[src/rtl/cmd_pkg.sv]
// Shared constants for the command-frame parser: FSM state encoding, verb and status codes.
package cmd_pkg;

    localparam int unsigned STATE_W = 4;
    localparam int unsigned CODE_W  = 8;

    typedef enum logic [STATE_W-1:0] {
        ANNOUNCE  = 4'd0,
        WAIT_TX   = 4'd1,
        WAIT_VERB = 4'd2,
        WAIT_ARG  = 4'd3,
        DECODE    = 4'd4,
        DISPATCH  = 4'd5,
        RESP_VERB = 4'd6,
        RESP_STAT = 4'd7
    } state_t;

    localparam logic [CODE_W-1:0] VERB_NULL    = 8'h00;
    localparam logic [CODE_W-1:0] VERB_PING    = 8'h02;
    localparam logic [CODE_W-1:0] VERB_TIMEOUT = 8'hEE;

    localparam logic [CODE_W-1:0] ST_OK        = 8'h00;
    localparam logic [CODE_W-1:0] ST_BAD_VERB  = 8'hE1;
    localparam logic [CODE_W-1:0] ST_TIMEOUT   = 8'hE2;

endpackage

[src/rtl/cmd_tx_seq.sv]
// Transmit sequencer: registers the tx_start pulse and held tx_data, remembers where the FSM
// resumes after the byte, and masks tx_busy for the first WAIT_TX cycle.
module cmd_tx_seq
    import cmd_pkg::*;
#(
    parameter int unsigned DATA_W = 8
) (
    input  logic              clk50m,
    input  logic              reset,
    input  logic              send,
    input  logic [DATA_W-1:0] send_data,
    input  state_t            send_ret,
    input  logic              waiting,
    input  logic              tx_busy,
    output logic              tx_start,
    output logic [DATA_W-1:0] tx_data,
    output state_t            ret_state,
    output logic              release_c
);

    // guard is high during the first WAIT_TX cycle, before the transmitter reports busy
    logic guard;

    always_ff @(posedge clk50m) begin
        if (reset) begin
            tx_start  <= 1'b0;
            tx_data   <= '0;
            ret_state <= WAIT_VERB;
            guard     <= 1'b0;
        end else begin
            tx_start <= send;
            guard    <= send;
            if (send) begin
                tx_data   <= send_data;
                ret_state <= send_ret;
            end
        end
    end

    assign release_c = waiting && !guard && !tx_busy;

endmodule

[src/rtl/cmd_frame_parser.sv]
// Command-frame parser: collects verb + NUM_ARGS bytes, answers ping locally, dispatches other
// verbs to a handler and returns verb echo + status. Optional inter-byte timeout: CMD_TIMEOUT_EN.
module cmd_frame_parser
    import cmd_pkg::*;
#(
    parameter int unsigned       NUM_ARGS       = 3,
    parameter int unsigned       DATA_W         = 8,
    parameter int unsigned       TIMEOUT_CYCLES = 500000,
    parameter logic [DATA_W-1:0] ANNOUNCE_BYTE  = DATA_W'(8'hA5)
) (
    input  logic                       clk50m,
    input  logic                       reset,
    input  logic [DATA_W-1:0]          rx_data,
    input  logic                       rx_valid,
    input  logic                       tx_busy,
    output logic                       tx_start,
    output logic [DATA_W-1:0]          tx_data,
    output logic                       cmd_valid,
    output logic [DATA_W-1:0]          cmd_verb,
    output logic [NUM_ARGS*DATA_W-1:0] cmd_args,
    input  logic                       cmd_done,
    input  logic [DATA_W-1:0]          cmd_status,
    output logic [3:0]                 state_out
);

    localparam int unsigned IDX_W = (NUM_ARGS > 1) ? $clog2(NUM_ARGS) : 1;

    state_t                     state;
    state_t                     next_state;
    state_t                     ret_state;
    logic                       release_c;

    logic [DATA_W-1:0]          verb_q;
    logic [NUM_ARGS*DATA_W-1:0] args_q;
    logic [IDX_W-1:0]           idx;
    logic [DATA_W-1:0]          status_q;

    logic                       send_c;
    logic [DATA_W-1:0]          send_data_c;
    state_t                     send_ret_c;
    logic                       latch_verb_c;
    logic                       store_arg_c;
    logic                       load_status_c;
    logic [DATA_W-1:0]          status_nxt_c;
    logic                       timeout_hit_c;
    logic                       expired_c;

`ifdef CMD_TIMEOUT_EN
    localparam int unsigned CNT_W = (TIMEOUT_CYCLES > 1) ? $clog2(TIMEOUT_CYCLES) : 1;

    logic [CNT_W-1:0] to_cnt;

    // inter-byte counter: only runs while an argument is outstanding
    always_ff @(posedge clk50m) begin
        if (reset || state != WAIT_ARG || rx_valid || expired_c) begin
            to_cnt <= '0;
        end else begin
            to_cnt <= to_cnt + 1'b1;
        end
    end

    assign expired_c = (state == WAIT_ARG) && (to_cnt == CNT_W'(TIMEOUT_CYCLES - 1));
`else
    logic unused_timeout;

    assign unused_timeout = (TIMEOUT_CYCLES != 0);
    assign expired_c      = 1'b0;
`endif

    always_ff @(posedge clk50m) begin
        if (reset) begin
            state <= ANNOUNCE;
        end else begin
            state <= next_state;
        end
    end

    always_comb begin
        next_state    = state;
        send_c        = 1'b0;
        send_data_c   = '0;
        send_ret_c    = WAIT_VERB;
        latch_verb_c  = 1'b0;
        store_arg_c   = 1'b0;
        load_status_c = 1'b0;
        status_nxt_c  = '0;
        timeout_hit_c = 1'b0;

        case (state)
            ANNOUNCE: begin
                send_c      = 1'b1;
                send_data_c = ANNOUNCE_BYTE;
                send_ret_c  = WAIT_VERB;
                next_state  = WAIT_TX;
            end
            WAIT_TX: begin
                if (release_c) begin
                    next_state = ret_state;
                end
            end
            WAIT_VERB: begin
                if (rx_valid) begin
                    latch_verb_c = 1'b1;
                    next_state   = WAIT_ARG;
                end
            end
            WAIT_ARG: begin
                // expiry wins over a byte arriving in the same cycle
                if (expired_c) begin
                    timeout_hit_c = 1'b1;
                    load_status_c = 1'b1;
                    status_nxt_c  = DATA_W'(ST_TIMEOUT);
                    next_state    = RESP_VERB;
                end else if (rx_valid) begin
                    store_arg_c = 1'b1;
                    if (idx == IDX_W'(NUM_ARGS - 1)) begin
                        next_state = DECODE;
                    end
                end
            end
            DECODE: begin
                if (verb_q == DATA_W'(VERB_PING)) begin
                    load_status_c = 1'b1;
                    status_nxt_c  = DATA_W'(ST_OK);
                    next_state    = RESP_VERB;
                end else if (verb_q == DATA_W'(VERB_NULL)) begin
                    load_status_c = 1'b1;
                    status_nxt_c  = DATA_W'(ST_BAD_VERB);
                    next_state    = RESP_VERB;
                end else begin
                    next_state = DISPATCH;
                end
            end
            DISPATCH: begin
                if (cmd_done) begin
                    load_status_c = 1'b1;
                    status_nxt_c  = cmd_status;
                    next_state    = RESP_VERB;
                end
            end
            RESP_VERB: begin
                if (!tx_busy) begin
                    send_c      = 1'b1;
                    send_data_c = verb_q;
                    send_ret_c  = RESP_STAT;
                    next_state  = WAIT_TX;
                end
            end
            RESP_STAT: begin
                if (!tx_busy) begin
                    send_c      = 1'b1;
                    send_data_c = status_q;
                    send_ret_c  = WAIT_VERB;
                    next_state  = WAIT_TX;
                end
            end
            default: begin
                next_state = ANNOUNCE;
            end
        endcase
    end

    // frame datapath: verb, argument bytes, index and response status
    always_ff @(posedge clk50m) begin
        if (reset) begin
            verb_q    <= '0;
            args_q    <= '0;
            idx       <= '0;
            status_q  <= '0;
            cmd_valid <= 1'b0;
        end else begin
            cmd_valid <= (next_state == DISPATCH);
            if (latch_verb_c) begin
                verb_q <= rx_data;
                idx    <= '0;
            end
            if (timeout_hit_c) begin
                verb_q <= DATA_W'(VERB_TIMEOUT);
            end
            if (store_arg_c) begin
                idx <= idx + 1'b1;
                for (int i = 0; i < NUM_ARGS; i++) begin
                    if (idx == IDX_W'(i)) begin
                        args_q[i*DATA_W +: DATA_W] <= rx_data;
                    end
                end
            end
            if (load_status_c) begin
                status_q <= status_nxt_c;
            end
        end
    end

    cmd_tx_seq #(
        .DATA_W (DATA_W)
    ) u_tx_seq (
        .clk50m    (clk50m),
        .reset     (reset),
        .send      (send_c),
        .send_data (send_data_c),
        .send_ret  (send_ret_c),
        .waiting   (state == WAIT_TX),
        .tx_busy   (tx_busy),
        .tx_start  (tx_start),
        .tx_data   (tx_data),
        .ret_state (ret_state),
        .release_c (release_c)
    );

    assign cmd_verb  = verb_q;
    assign cmd_args  = args_q;
    assign state_out = state;

endmodule

[config.mk]
export PLATFORM = sky130hd
export DESIGN_NAME = cmd_frame_parser
export DESIGN_NICKNAME = d
export VERILOG_FILES = /design/src/rtl/cmd_pkg.sv /design/src/rtl/cmd_tx_seq.sv /design/src/rtl/cmd_frame_parser.sv
export SDC_FILE = /design/constraint.sdc
export NUM_CORES = 1
export LEC_CHECK = 0
export CAP_MARGIN = 10
export CORE_ASPECT_RATIO = 0.75
export CORE_MARGIN = 8
export CORE_UTILIZATION = 35
export DETAILED_ROUTE_END_ITERATION = 8
export DONT_BUFFER_PORTS = 1
export PLACE_DENSITY = 0.46
export SYNTH_ARGS = -nofsm -noshare
export SYNTH_HDL_FRONTEND = slang
export SYNTH_SLANG_ARGS = --single-unit
[constraint.sdc]
create_clock -name clk50m -period 1.97 [get_ports clk50m]
set_input_delay 0.197 -clock clk50m [delete_from_list [all_inputs] [get_ports clk50m]]
set_output_delay 0.197 -clock clk50m [all_outputs]
set_load 0.02 [all_outputs]
Word level (Yosys, flattened, before mapping)
Cells that the tools add are included.
- bits in writable memories: 0
- bits in latches: 0
- output and inout port bits: 46
- logic and storage cells: 64
- bits in read-only memories: 0
- input port bits: 21
- register bits after elaboration: 60
- memories kept: 0
- magnitude comparators: 0
- div/mod/pow operators: 0
- bitwise operators: 0
- equal/unequal tests: 11
- add/subtract/negate cells: 1
- muxes and demuxes: 29
- shift operators: 0
- multipliers: 0
- reduce and logical (&&, ||, !) cells: 12
- operator list (cell ; number):
    $mux W8 ; 5
    $pmux W4 S7 ; 1
    $mux W4 ; 6
    $pmux W8 S3 ; 1
    $eq A4 B3 Y1 const B ; 5
    $pmux W8 S2 ; 1
    $eq A4 B2 Y1 const B ; 2
    $eq A8 B2 Y1 const B ; 1
    $logic_not A8 Y1 ; 1
    $mux W2 ; 4
    $mux W1 ; 7
    $mux W3 ; 2
    $reduce_and A2 Y1 ; 3
    $eq A4 B1 Y1 const B ; 1
    $logic_not A4 Y1 ; 1
    $pmux W1 S2 ; 2
    $add A2 B1 Y2 const B ; 1
    $eq A2 B1 Y1 const B ; 1
    $eq A2 B2 Y1 const B ; 1
    $logic_and A1 B1 Y1 ; 2
    $logic_not A1 Y1 ; 2
    $logic_not A2 Y1 ; 1
    $reduce_bool A2 Y1 ; 1
    $reduce_or A2 Y1 ; 1

Logic depth before layout (Yosys ltp)
Gate-level depths: netlist of the first run.
- word-level depth: 6
- mapped depth: 6
- mapped depth without buffers: 6

By module
From an unflattened synthesis of the first run, not the netlist that was laid out.
- cell total of the unflattened synthesis: 289
- area, all modules: 2521.2 µm²
- modules (own cells, without submodules) (module ; cells each ; seq. area each (µm²) ; area an instance (µm²) ; times used):
    cmd_frame_parser ; 247 ; 940.9 ; 2044.5 ; 1
    cmd_tx_seq ; 42 ; 260.2 ; 476.7 ; 1

Worst setup path after synthesis of the first run
Ideal clock, no wire load.
- path type: reg-to-reg
- from: reg idx[0]
- to: reg state[1] (netlist: state_out[1])
- setup time: 0.073 ns
- slack: 0.346 ns
- data arrival time: 1.551 ns
- stages on the path, launching flop included: 7
- path buffers: 0
- period minus slack after synthesis: 1.624 ns
- required time: 1.897 ns
- cells stage by stage: dfxtp_1 -> inv_1 -> ha_1 -> and4b_1 -> or3_1 -> o2111ai_1 -> nor3b_2
- cells in the longest elaborated chain, start to end: 4
- ends and longest elaborated chain (element ; line ; RTL):
    start: declaration ; cmd_frame_parser.sv:35 ; logic [IDX_W-1:0] idx;
    start signal: assignment ; cmd_frame_parser.sv:181 ; idx <= idx + 1'b1;
    $eq A2 B2 Y1 ; cmd_frame_parser.sv:116 ; if (idx == IDX_W'(NUM_ARGS - 1)) begin
    $mux W4 ; cmd_frame_parser.sv:116 ;
    $mux W4 ; cmd_frame_parser.sv:114 ; end else if (rx_valid) begin
    $pmux W4 S7 ; cmd_frame_parser.sv:89 ; case (state)
    end signal: assignment ; cmd_frame_parser.sv:74 ; state <= next_state;
    end: declaration ; cmd_frame_parser.sv:28 ; state_t state;
No other way between the ends.
A chain may end at the register's enable or synchronous reset.

Worst setup path after layout of the first run
Same ends and word-level chain as after synthesis.

==> results of run 1 <==
[metal layers]
| layer | up-vias | track usage | share of wire |
|---|---|---|---|
| met1 | 909 | 0.167 | 0.47 |
| li1 | 958 | - | - |
| met2 | 45 | 0.205 | 0.44 |
| met4 | 0 | 0.0334 | 0.0053 |
| met5 | - | 0 | 0 |
| met3 | 4 | 0.0764 | 0.087 |
[worst max-delay path, stage by stage, from the launching register on]
cell and delay, ps:
dfxtp_1 350, inv_1 80, ha_1 240, and4b_1 220, or3_1 300, o2111ai_1 270, nor3b_2 190
[where the power goes]
group	internal (mW)	switching, mW	total, mW	leakage, nW
sequential	1.17	0.0311	1.20	0.462
clock	0.687	0.445	1.13	0.107
combinational	0.0518	0.0626	0.114	0.542
[cells in the final DEF (no fill, tap or decap), types with 2 or more instances in the layout]
cell and n:
dfxtp_1 57, nand2_1 38, nor2_1 30, a21oi_1 23
mux2i_1 20, dlygate4sd3_1 14, clkbuf_8 12, buf_4 12
inv_1 9, o21ai_0 9, nand3_1 8, a221oi_1 5
a211oi_1 4, nor3_1 3, nor2b_1 3, nand3b_1 3
a311oi_1 3, ha_1 3, and4bb_1 2, nor4_2 2
nor3b_2 2, nand3_2 2, and3_1 2, clkbuf_1 2
[through the flow]
stage	setup WS, ps	total power [mW]	utilization	instances
after detailed placement	255	1.29	0.375	342
after global routing	82.0	2.56	0.431	373
after CTS	234	2.49	0.431	373
final	239	2.45	0.431	373
after global placement	266	1.29	0.375	342
after floorplan	346	1.29	-	262
[flip-flops by register name, summed over array words and instances, names as in the netlist]
name                flops
cmd_args               24
u_tx_seq.tx_data        8
state_out               4
cmd_valid               1
u_tx_seq.guard          1
idx                     2
u_tx_seq.ret_state      1
status_q                8
cmd_verb                8
[area by class of cell]
type	instances	area (sq um)
fill	674	3830
multi-input combinational	180	1150
sequential	57	1140
timing repair buffer	27	258
clock buffer	14	173
tap	84	105
clock inverter	2	35.0
inverter	9	33.8
[cell families after synthesis]
| group | synth area share |
|---|---|
| flip-flops | 0.474 |
| other | 0.00156 |
| multiplexers | 0.0832 |
| AO/OA/AOI/OAI | 0.144 |
| buffers and inverters | 0.0468 |
| AND/OR/NAND/NOR | 0.234 |
| adder cells (fa/ha/maj) | 0.0156 |
[timing repair]
action,4_1_cts,5_1_grt
gates resized for setup,0,0
hold endpoints to repair,55,0
hold buffers,15,0
[worst paths after layout]
check	slack (ps)	depth (start not counted)	end
max reg2reg	240	6	state_out[1]$_SDFF_PP0_
min reg2reg	470	2	status_q[6]$_SDFFE_PP0P_
max	240	6	state_out[1]$_SDFF_PP0_
min	20	2	cmd_args[7]$_SDFFE_PP0P_
==> metrics.txt, run 1 <==
status completed; first-pass GRT wire length 10.5 mm; total track usage 0.137; Core ar. 6730 sq um; worst hold slack 23.6 ps; Die X 112 um; # DRC 0; largest net degree at the start of global routing 56; CP Launch Type register; postcts setup bufs 0; Peak VDD IR 313 uV; Power Density 844 nW/um^2; Max-Cap Viols 0; synthesized area 2410 sq um; CTS Sinks 57; routed via count 1,916; Die ar. 9820 sq um; Yosys top cell by area dfxtp_1; total I/O pin count 67; H-Tree Level Count 3; top cell type's share of synthesized area 0.474; nets 308; Worst R2R Start idx[0]$_SDFFE_PP0P_; Fin. Hold Viols 0; critical path class register to register; Root Driver clkbuf_8; Critical Path AT 1990 ps; WL final 6.41 mm; Worst Skew 7.82 ps; Final Setup Violations 0; post-detail-place hpwl 4.68 mm; Sum Neg Setup Slack 0 ps; Cells after Synth 262; EDFF count, synth 0; Port Buffer Count 0; clock latency on the worst-skew pair 330 ps; CP startpoint idx[0]$_SDFFE_PP0P_; global route total overflow 0; initial drt markers 91; DP Area 2520 sq um; Initial Util 0.357; top cells by area, synth dfxtp_1 (47%), mux2i_1 (8.3%), nand2_1 (5.9%); YS warnings 0; Post-Layout Inst Area 2900 sq um; most numerous cell in the Yosys netlist dfxtp_1; layout cell share with drive strength beyond 1 0.142; period utilization 0.879; Num CTS Buffers 9; Die Ht 87.8 um; crit end category register; clock-pin slew on the worst setup and hold paths 60 ps; area grow syn2layout 20.4%; Core Rows 26; initial antenna violation count 0; crit path time final 1730 ps; Avg Inst Size Synth 9.19 sq um; RePlAce Congestion 0.792; Initial DRT Pass Iterations 5; syn nets 286; Max Fclk 0.578 GHz; async set-reset flop share out of synthesis 0; clk buf depth 2; vias in the first global route 1,872; Seq/Total Area, Yosys 0.474; FF+latch count, synth 57; Tightest Hold Check Type input port to register; Final Slew Violations 0; Least-Margin Pin Slew 497 ps; TritonCTS clock tree done; synth cell count leaders dfxtp_1 (57), nand2_1 (38), nor2_1 (30); relative slew slack 0.667; n_diodes 0; RSZ-0062 raised after global routing no; Post-synth top flop dfxtp_1; CP required 2230 ps; Leak 1.11 nW; Final ANT Viol Nets 0; Synth cell types 43; vias per inst 5.14; Routed WL per cell 17.2 um; crit path max fanout 3; Hold Startpoint rx_data[7]
Power figures use the tool's default switching activity.
==> run 2, diff against run 1 <==
Settings changed: PLACE_DENSITY 0.46 to 0.47.
==> run 2 against run 1 <==
Utilization grew 0.65 points. Routed wire length rose by 1.3%. Sequential share of layout area decreased by 0.59 points. Non-clock buffer count grew 5. Cell count is 1.3% higher. Worst hold slack got worse by 6.6 ps. Die area unchanged. Critical endpoint unchanged. Highest routed layer unchanged.
==> metrics.txt, run 2 (synthesis results as in run 1) <==
largest net degree at the start of global routing 56 (unchanged); routed via count 1,965 (+2.6%); CTS Hold Bufs 15 (unchanged); global route total overflow 0 (unchanged); commonest non-fill, non-tap cell in the layout dfxtp_1; clock-pin slew on the worst setup and hold paths 70 ps (about the same); Routed WL per cell 17.2 um (about the same); Root Driver clkbuf_8; Die X 112 um (unchanged); Port Buffer Count 0 (unchanged); CTS resizes 0 (unchanged); Fin. Hold Viols 0 (unchanged); Critical Path AT 2010 ps (+20 ps); status completed; Sum Neg Setup Slack 0 ps (unchanged); DP Area 2550 sq um (+0.89%); vias per inst 5.20 (+1.2%); Num CTS Buffers 9 (unchanged); crit end category register; Leak 1.14 nW (+2.7%); Peak VDD IR 440 uV (+41%); initial antenna violation count 0 (unchanged); Core ar. 6730 sq um (unchanged); CTS Sinks 57 (unchanged); nets 313 (+1.6%); Final ANT Viol Nets 0 (unchanged); vias in the first global route 1,928 (+3.0%); WL final 6.50 mm (+1.3%); worst hold slack 16.9 ps (-6.65 ps); max reg flops 24 (unchanged); GR Util met3 0.0847 (+0.00826); first-pass GRT wire length 10.6 mm (+1.8%); postcts setup bufs 0 (unchanged); CP Launch Type register; total I/O pin count 67 (unchanged); met1 track utilization from global routing 0.169 (+0.00296); Post-Layout Inst Area 2940 sq um (+1.5%); crit path max fanout 3 (unchanged); M2 GR Usage 0.203 (-0.00219); # DRC 0 (unchanged); crit path time final 1750 ps (+20.1 ps); Die ar. 9820 sq um (unchanged); RSZ-0062 raised after global routing no; initial drt markers 71 (-22%); Max Fclk 0.571 GHz (-1.1%); CP required 2230 ps (about the same); H-Tree Level Count 3 (unchanged); Initial Util 0.357 (unchanged); Power Density 845 nW/um^2 (+0.16%); Worst Skew 7.78 ps (-0.0410 ps); critical path class register to register; Tightest Hold Check Type input port to register; area grow syn2layout 22.2%; period utilization 0.889 (+0.0102); Core Rows 26 (unchanged); post-detail-place hpwl 4.67 mm (-0.40%); clk buf depth 2 (unchanged); Initial DRT Pass Iterations 4 (-1); most frequent cells in the layout dfxtp_1 (57), nand2_1 (38), nor2_1 (30); TritonCTS clock tree done; n_diodes 0 (unchanged); clock latency on the worst-skew pair 330 ps (about the same); GR peak layer met2; Die Ht 87.8 um (unchanged); Final Setup Violations 0 (unchanged); layout cell share with drive strength beyond 1 0.156 (+0.0146); Max-Cap Viols 0 (unchanged); Final Slew Violations 0 (unchanged); RePlAce Congestion 0.798 (+0.67%); total track usage 0.140 (+0.00317)
[run 2: changes by cell type in the layout (fill, tap and decap cells not counted), sizes merged]
cell	delta
buf	+3
clkbuf	-5
clkinv	+4
dlygate4sd3	+2
bufinv	+1
[run 2: cell type report]
class | instances | area [sq um]
clock buffer | 9 | 124
inverter | 9 | 33.8
timing repair buffer | 32 | 300
multi-input combinational | 180 | 1150
sequential | 57 | 1140
clock inverter | 7 | 85.1
tap | 84 | 105
fill | 697 | 3790
[run 2: layer usage]
layer  vias up  part of all wire  routed length, um
li1        971                 -                  -
met1       936              0.46               3000
met2        53              0.43               2780
met3         5              0.10                667
met4         0            0.0078                 51
met5         -                 0                  0
[run 2: worst max-delay path: stages (launching register included)]
cell and delay, ps:
dfxtp_1 350, inv_1 80, ha_1 250, and4b_1 230, or3_1 310, o2111ai_1 280, nor3b_2 200
[run 2: path summary, 6_finish.rpt]
check | from | to | slack, ps | depth (start not counted)
setup / recovery | idx[0]$_SDFFE_PP0P_ | state_out[1]$_SDFF_PP0_ | 220 | 6
hold / removal | rx_data[3] | cmd_verb[3]$_SDFFE_PP0P_ | 20 | 2
setup reg to reg | idx[0]$_SDFFE_PP0P_ | state_out[1]$_SDFF_PP0_ | 220 | 6
hold reg to reg | status_q[0]$_SDFFE_PP0P_ | status_q[0]$_SDFFE_PP0P_ | 470 | 2
[run 2: per-stage QoR]
step                       util  setup WS (ps)  cells  power [mW]
after detailed placement  0.378            241    345        1.29
after global routing      0.437           21.4    378        2.60
after global placement    0.378            237    345        1.29
after floorplan               -            346    262        1.29
after CTS                 0.434            229    376        2.52
final                     0.437            219    378        2.49
[run 2: report_power, final]
group	switching, mW	internal [mW]
Combinational	0.0609	0.0565
Clock	0.470	0.700
Sequential	0.0313	1.17
==> run 3, diff against run 2 <==
Settings changed: CORE_MARGIN 8 to 10.
==> run 3 against run 2 <==
Critical path depth unchanged. Sequential share of layout area grew 0.55 points. Non-clock buffer count shrank 3. Clock power is 5% lower. Critical endpoint unchanged. Largest cell class unchanged. Highest routed layer unchanged.
==> metrics.txt, run 3 (synthesis results as in run 1) <==
critical path class register to register; post-detail-place hpwl 4.92 mm (+5.5%); met1 track utilization from global routing 0.154 (-0.0152); Least-Margin Pin Slew 497 ps; TritonCTS clock tree done; postcts setup bufs 0 (unchanged); total track usage 0.133 (-0.00683); commonest non-fill, non-tap cell in the layout dfxtp_1; # DRC 0 (unchanged); routed via count 1,956 (-0.46%); vias in the first global route 1,954 (+1.3%); Logic pwr share 0.048 (about the same); Final Setup Violations 0 (unchanged); Core Rows 26 (unchanged); first-pass GRT wire length 11.0 mm (+3.8%); Routed WL per cell 18.1 um (+5.3%); post-layout util 0.431 (-0.00613); Sum Neg Setup Slack 0 ps (unchanged); n_diodes 0 (unchanged); status completed; GR Util met3 0.0755 (-0.00919); RSZ-0062 raised after global routing no; most frequent cells in the layout dfxtp_1 (57), nand2_1 (38), nor2_1 (30); initial drt markers 80 (+13%); layout cell share with drive strength beyond 1 0.155 (-0.00182); Max Fclk 0.571 GHz (about the same); initial antenna violation count 0 (unchanged); Initial DRT Pass Iterations 4 (unchanged); cell-internal power 1.81 mW (-5.9%); H-Tree Level Count 3 (unchanged); Fin. Hold Viols 0 (unchanged); Sequential Power Share 0.494 (+0.012); clk buf depth 2 (unchanged); CP required 2240 ps (about the same); Final Slew Violations 0 (unchanged); Leak 1.10 nW (-3.2%); largest net degree at the start of global routing 56 (unchanged); switching part of the total 0.253 (+0.0266); Tightest Hold Check Type input port to register; Power Density 835 nW/um^2 (-1.1%); CP Launch Type register; nets 310 (-0.96%); CTS Sinks 57 (unchanged); Clock power frac 0.458 (-0.013); Peak VDD IR 519 uV (+18%); worst hold slack 8.55 ps (-8.38 ps); clock-pin slew on the worst setup and hold paths 70 ps (about the same); vias per inst 5.22 (+0.34%); Die ar. 10,600 sq um (+8.3%); period utilization 0.889 (about the same); Root Driver clkbuf_8; area grow syn2layout 20.5%; Num CTS Buffers 9 (unchanged); max reg flops 24 (unchanged); clock latency on the worst-skew pair 350 ps (+20 ps); Port Buffer Count 0 (unchanged); GR peak layer met2; M2 GR Usage 0.206 (+0.00282); crit path time final 1750 ps (+0.633 ps); Core ar. 6730 sq um (unchanged); CP startpoint idx[0]$_SDFFE_PP0P_; total I/O pin count 67 (unchanged); global route total overflow 0 (unchanged); crit end category register; WL final 6.78 mm (+4.4%); relative slew slack 0.667; Die X 116 um (+3.6%); switching power total 0.612 mW (+9.0%); Critical Path AT 2020 ps (about the same); Hold Startpoint rx_data[3]; crit path max fanout 3 (unchanged); Worst R2R Start idx[0]$_SDFFE_PP0P_; Final ANT Viol Nets 0 (unchanged); Die Ht 91.8 um (+4.6%); Max-Cap Viols 0 (unchanged); Initial Util 0.357 (unchanged); Worst Skew 14.3 ps (+6.55 ps); RePlAce Congestion 0.739 (-7.3%)
## run 3: cell types whose count changed in the layout (fill, tap and decap cells not counted)
| cell | before | now |
|---|---|---|
| buf_4 | 15 | 14 |
| clkinv_4 | 0 | 1 |
| clkinvlp_4 | 0 | 3 |
| bufinv_16 | 2 | 1 |
| inv_6 | 0 | 2 |
| clkinv_2 | 5 | 0 |
| buf_12 | 0 | 1 |
| buf_16 | 1 | 0 |
| dlygate4sd3_1 | 16 | 14 |
## run 3: final cells by class
class / count / area, sq um
clock inverter: 7 / 78.8
multi-input combinational: 180 / 1150
fill: 678 / 3830
clock buffer: 9 / 124
timing repair buffer: 29 / 265
sequential: 57 / 1140
inverter: 9 / 33.8
tap: 84 / 105
## run 3: timing repair
action                                  in CTS  in global routing
hold buffers                                15                  0
endpoints found under the hold margin       55                  0
endpoints found under the setup margin       0                  0
resized for setup                            0                  0
## run 3: path summary, 6_finish.rpt
kind	cells past startpoint	slack, ps	endpoint
max	6	220	state_out[1]$_SDFF_PP0_
max reg2reg	6	220	state_out[1]$_SDFF_PP0_
min	2	9	cmd_args[3]$_SDFFE_PP0P_
min reg2reg	2	470	status_q[3]$_SDFFE_PP0P_
## run 3: worst max-delay path, cell delays in order, from the launching register on
cell and delay, ps:
dfxtp_1 350, inv_1 80, ha_1 240, and4b_1 220
or3_1 310, o2111ai_1 280, nor3b_2 210
## run 3: per-stage QoR
stage          std cells  setup slack, ps  instance area [sq um]  power (mW)
5_1_grt              375             48.5                   2900        2.52
3_5_place_dp         344              231                   2540        1.29
6_report             375              218                   2900        2.42
4_1_cts              375              217                   2900        2.46
2_1_floorplan        262              346                   2410        1.29
3_3_place_gp         344              273                   2540        1.29
## run 3: power by group through the flow
stage | sequential [mW] | combinational, mW | clock, mW
3_3_place_gp | 1.23 | 0.0635 | 0
4_1_cts | 1.20 | 0.117 | 1.14
2_1_floorplan | 1.22 | 0.0677 | 0
3_5_place_dp | 1.23 | 0.0633 | 0
5_1_grt | 1.20 | 0.128 | 1.19
6_report | 1.20 | 0.116 | 1.11
## run 3: per-layer routing
metal,part of all wire,wire length [um]
met2,0.45,3050
met4,0.010,68
met3,0.097,657
met5,0,0
met1,0.44,3010
